**src/rtl/gol_gen_sequencer.sv**
```systemverilog
// gol_gen_sequencer
//   Sweeps the Game-of-Life row register file once per start request.
//   Each live row 1..N is replaced in place by its next generation. A
//   three-row window (prev / cur / rd) keeps the original rows that are
//   still needed, so a row is never overwritten before its neighbours
//   have consumed it.
//
// Ports
//   ph2       in   clock, all state changes on its rising edge
//   reset_n   in   asynchronous active-low reset
//   start     in   level request, sampled in IDLE and DONE
//   busy      out  high during LOAD / STEP / LAST
//   done      out  one-cycle pulse after the last row has been written
//   gen_count out  generations completed since reset (wraps)
//   ra        out  register file read address
//   rd        in   register file read data (combinational from ra)
//   regwrite  out  register file write enable
//   wa        out  register file write address
//   wd        out  register file write data
//
// Build option
//   GOL_TORUS_EN : when defined, bit WIDTH-1 and bit 0 are horizontal
//                  neighbours. When undefined, cells beyond the row edge
//                  are dead.
module gol_gen_sequencer #(
    parameter int WIDTH   = 8,
    parameter int REGBITS = 3
) (
    input  logic               ph2,
    input  logic               reset_n,
    input  logic               start,
    output logic               busy,
    output logic               done,
    output logic [15:0]        gen_count,
    output logic [REGBITS-1:0] ra,
    input  logic [WIDTH-1:0]   rd,
    output logic               regwrite,
    output logic [REGBITS-1:0] wa,
    output logic [WIDTH-1:0]   wd
);

    localparam logic [REGBITS-1:0] ONE_ROW  = REGBITS'(1);
    localparam logic [REGBITS-1:0] ROW_N    = {REGBITS{1'b1}};
    localparam logic [REGBITS-1:0] ROW_PEN  = REGBITS'(ROW_N - ONE_ROW);

    typedef enum logic [2:0] {IDLE, LOAD, STEP, LAST, DONE} state_t;

    state_t             state;
    logic [WIDTH-1:0]   prev;
    logic [WIDTH-1:0]   cur;
    logic [REGBITS-1:0] r;

    // Next generation of row 'mid' given the rows above and below it.
    function automatic logic [WIDTH-1:0] next_row(input logic [WIDTH-1:0] up,
                                                  input logic [WIDTH-1:0] mid,
                                                  input logic [WIDTH-1:0] dn);
        logic [WIDTH+1:0] eu, em, ed;
        logic [3:0]       cnt;
        logic [WIDTH-1:0] res;
        // Pad each row with one cell on either side: index 0 is column -1,
        // index WIDTH+1 is column WIDTH.
`ifdef GOL_TORUS_EN
        eu = {up[0],  up,  up[WIDTH-1]};
        em = {mid[0], mid, mid[WIDTH-1]};
        ed = {dn[0],  dn,  dn[WIDTH-1]};
`else
        eu = {1'b0, up,  1'b0};
        em = {1'b0, mid, 1'b0};
        ed = {1'b0, dn,  1'b0};
`endif
        res = '0;
        for (int i = 0; i < WIDTH; i++) begin
            cnt = 4'(eu[i]) + 4'(eu[i+1]) + 4'(eu[i+2])
                + 4'(em[i])               + 4'(em[i+2])
                + 4'(ed[i]) + 4'(ed[i+1]) + 4'(ed[i+2]);
            res[i] = (cnt == 4'd3) || (mid[i] && (cnt == 4'd2));
        end
        return res;
    endfunction

    always_ff @(posedge ph2 or negedge reset_n) begin
        if (!reset_n) begin
            state     <= IDLE;
            busy      <= 1'b0;
            done      <= 1'b0;
            gen_count <= 16'd0;
            prev      <= '0;
            cur       <= '0;
            r         <= '0;
        end else begin
            done <= 1'b0;
            case (state)
                IDLE: begin
                    if (start) begin
                        state <= LOAD;
                        busy  <= 1'b1;
                    end
                end
                LOAD: begin
                    // Row 1 has nothing above it: prev starts as the dead border.
                    cur   <= rd;
                    prev  <= '0;
                    r     <= ONE_ROW;
                    state <= (REGBITS > 1) ? STEP : LAST;
                end
                STEP: begin
                    prev <= cur;
                    cur  <= rd;
                    r    <= r + ONE_ROW;
                    if (r == ROW_PEN)
                        state <= LAST;
                end
                LAST: begin
                    state <= DONE;
                    busy  <= 1'b0;
                    done  <= 1'b1;
                end
                DONE: begin
                    gen_count <= gen_count + 16'd1;
                    if (start) begin
                        state <= LOAD;
                        busy  <= 1'b1;
                    end else begin
                        state <= IDLE;
                    end
                end
                default: begin
                    state <= IDLE;
                    busy  <= 1'b0;
                end
            endcase
        end
    end

    // Register file port drive. rd is consumed in the same cycle it is
    // addressed, so every read is one row ahead of the row being written.
    always_comb begin
        ra       = '0;
        regwrite = 1'b0;
        wa       = '0;
        wd       = '0;
        case (state)
            LOAD: ra = ONE_ROW;
            STEP: begin
                ra       = r + ONE_ROW;
                regwrite = 1'b1;
                wa       = r;
                wd       = next_row(prev, cur, rd);
            end
            LAST: begin
                // Row N+1 does not exist; the bottom border is dead.
                regwrite = 1'b1;
                wa       = ROW_N;
                wd       = next_row(prev, cur, '0);
            end
            default: ;
        endcase
    end

endmodule

```
**config.mk**
```make
export PLATFORM = sky130hd
export DESIGN_NAME = gol_gen_sequencer
export DESIGN_NICKNAME = d
export VERILOG_FILES = /design/src/rtl/gol_gen_sequencer.sv
export SDC_FILE = /design/constraint.sdc
export NUM_CORES = 1
export LEC_CHECK = 0
export BUFFER_PORTS_ARGS = -buffer_cell sky130_fd_sc_hd__buf_2
export CAP_MARGIN = 40
export CORE_MARGIN = 2
export CORE_UTILIZATION = 40
export CTS_CLUSTER_DIAMETER = 60
export DETAILED_ROUTE_END_ITERATION = 6
export PLACE_DENSITY = 0.55
export SYNTH_ARGS = -nofsm -noshare
export SYNTH_HDL_FRONTEND = slang
export SYNTH_SLANG_ARGS = --single-unit
```
**constraint.sdc**
```tcl
create_clock -name ph2 -period 9.85 [get_ports ph2]
set_clock_uncertainty 0.05 [all_clocks]
set_input_delay 0.985 -clock ph2 [delete_from_list [all_inputs] [get_ports ph2]]
set_output_delay 0.985 -clock ph2 [all_outputs]
set_load 0.01 [all_outputs]
```
==> metrics.txt <==
final HPWL from detailed placement 4.73 mm; DR iter-0 viols 101; largest net degree at the start of global routing 45; Total GRT Usage 16.5%; terminus of the critical flop-to-flop path r[0]; initial core utilization between 40% and 50%; net count after synthesis between 300 and 400; layout cell share with drive strength beyond 1 17.1%; R2R setup slack 7.76 ns; Avg WL per Cell 13.9 um; first-pass GRT wire length 11.4 mm; die area 0.00856 mm^2; vias in the first global route 2366; Ant. Diodes 0; hold violation count in the final report 0; end of the critical path wd[1]; IO Pins 44; Die H ~93 um; Area growth syn-to-layout 14.1%; RSZ-0062 raised after global routing false; clock sink count 40; commonest non-fill, non-tap cells in the layout buf_2, dfrtp_1, nor2_1; Max Freq 0.188 GHz; Async S/R FF share, synth 100%; CTS hold repair buffers 0; layout net count around 420; CP required about 8.8 ns; crit path time final 5.33 ns; Min-Delay Startpoint gen_count[15]; hold crit path type register to register; CP Launch Type register; syn avg cell area 10.0 um^2; Die Wd between 90 and 100 um; Max-cap violations 0; Crit. End Element primary output; synth unique cells 37; Slew Limit Fails 0; Final TNS setup 0 ns; CTS Buf Count 5; synth warn 0; Post-CTS Resized 0; clk root buf clkbuf_8; Post-Syn Area approximately 0.0031 mm^2; crit path kind register to primary output; worst r2r src state[2]; Clk pin slew, worst setup/hold paths around 0.09 ns; Slew HR 49.4%; antenna-violating nets left 0; core area approximately 0.0076 mm^2; status finished, final reports clean; CTS tree yes; Tcrit/Tclk final between 50% and 60%; total wire length roughly 6.3 mm; Clock H-tree levels 2; post-synthesis register bit count 40; crit-path max FO 5; DR DRC count 0; DR pass1 iterations 4; Top FF cell, synth dfrtp_1; Worst Setup SP prev[1]; reg2reg path depth 5; Vias/cell 5.11; Slew @ Worst Pin 0.758 ns; Cell Rows 32; initial antenna violation count 0; Skew-Pair Late Insertion Delay approximately 0.3 ns; Filler Cells Inserted between 700 and 800; I/O Buffers 43; grt ovf 0; final core occ 46.8%; post-CTS setup buffer count 0; Setup violations, final 0; commonest non-fill, non-tap cell in the layout buf_2; Seq/Total Area, Yosys 31.9%; WP data arrival 4.29 ns; deepest clock path buffer count 2; vias 2339; Cells after Synth ~310; gp weighted congestion about 0.8; Post-synth EDFFs 0
[how the worst min path moves through the flow]
| stage | to | slack [ns] | cells after the start |
|---|---|---|---|
| 2_1_floorplan | gen_count[15] | 0.46 | 1 |
| 3_3_place_gp | gen_count[15] | 0.41 | 1 |
| 3_5_place_dp | gen_count[12] | 0.42 | 1 |
| 4_1_cts | gen_count[12] | 0.44 | 1 |
| 5_1_grt | gen_count[14] | 0.47 | 1 |
| 6_report | gen_count[15] | 0.43 | 1 |
[sequential cells by signal, summed over array words and instances (netlist names)]
name       flops
prev           8
state          3
gen_count     16
cur            8
done           1
r              3
busy           1
[metal layers]
| metal | vias up | global-route usage (%) | share of wire (%) |
|---|---|---|---|
| li1 | 1153 | - | - |
| met1 | 1147 | 24.3 | 50 |
| met2 | 34 | 24.9 | 46 |
| met3 | 5 | 2.77 | 3.3 |
| met4 | 0 | 5.35 | 0.98 |
| met5 | - | 0 | 0 |
[worst max-delay path, stage by stage (launching register included)]
cell       delay [ns]
dfrtp_1          0.47
ha_1             0.34
inv_1            0.05
fa_1             0.48
inv_1            0.05
ha_1             0.30
fa_1             0.49
ha_1             0.18
inv_1            0.06
fa_1             0.39
a2111oi_2        0.34
a21oi_1          0.06
or4_1            0.48
a21oi_1          0.14
buf_2            0.16
[area by class of cell]
cell class	instances	area (um^2)	area share, %
Sequential cell	40	1000	28.0
Clock inverter	3	46.3	1.29
Timing Repair Buffer	45	250	7.00
Multi-Input combinational cell	236	1980	55.4
Inverter	27	101	2.83
Clock buffer	5	68.8	1.92
Tap cell	102	128	3.57
[stage by stage]
step                hold WS [ns]  setup slack [ns]  cell area (um^2)  std cells
finish                     0.434              4.52              3580        458
global route               0.474              4.28              3580        458
CTS                        0.437              4.50              3580        458
detailed placement         0.422              4.85              3460        450
global placement           0.406              4.95              3430        449
floorplan                  0.457              5.10              3140        313
[cell families after synthesis]
family,share of synthesized area (%)
buffers and inverters,4.87
AOI/OAI and AO/OA,12.4
and+or+nand+nor,14.7
adders and majority gates,26.7
xor gates and xnor gates,6.15
DFF,31.9
muxes,3.19
[cell usage after synthesis (2+ instances only)]
cell type  instances  area share (%)
and2_1             3            0.60
dfrtp_1           40              32
a21oi_1           24             3.8
mux2_1             8             2.9
nand3_1            6            0.96
and3_1             7             1.4
inv_1             25             3.0
nor3b_1            2            0.48
inv_2              2            0.24
clkbuf_1           4            0.48
nand2_1           21             2.5
nor3_1             3            0.48
fa_1              25              16
nor2_4             2            0.72
xor2_1            10             2.8
buf_2              5            0.80
o2111ai_1          5             1.4
o21ai_0            5            0.80
xnor2_1           12             3.4
nand4_1            4            0.80
nor2_1            29             3.5
o21ai_1           17             2.7
o221ai_1           3            0.84
nand2b_1           4            0.80
o211ai_1           2            0.48
a22oi_1            7             1.7
nor2b_1            2            0.40
ha_1              27              11
Power is not shown: default switching activity piles up to over one toggle a cycle in this logic, so the estimate is an artifact.
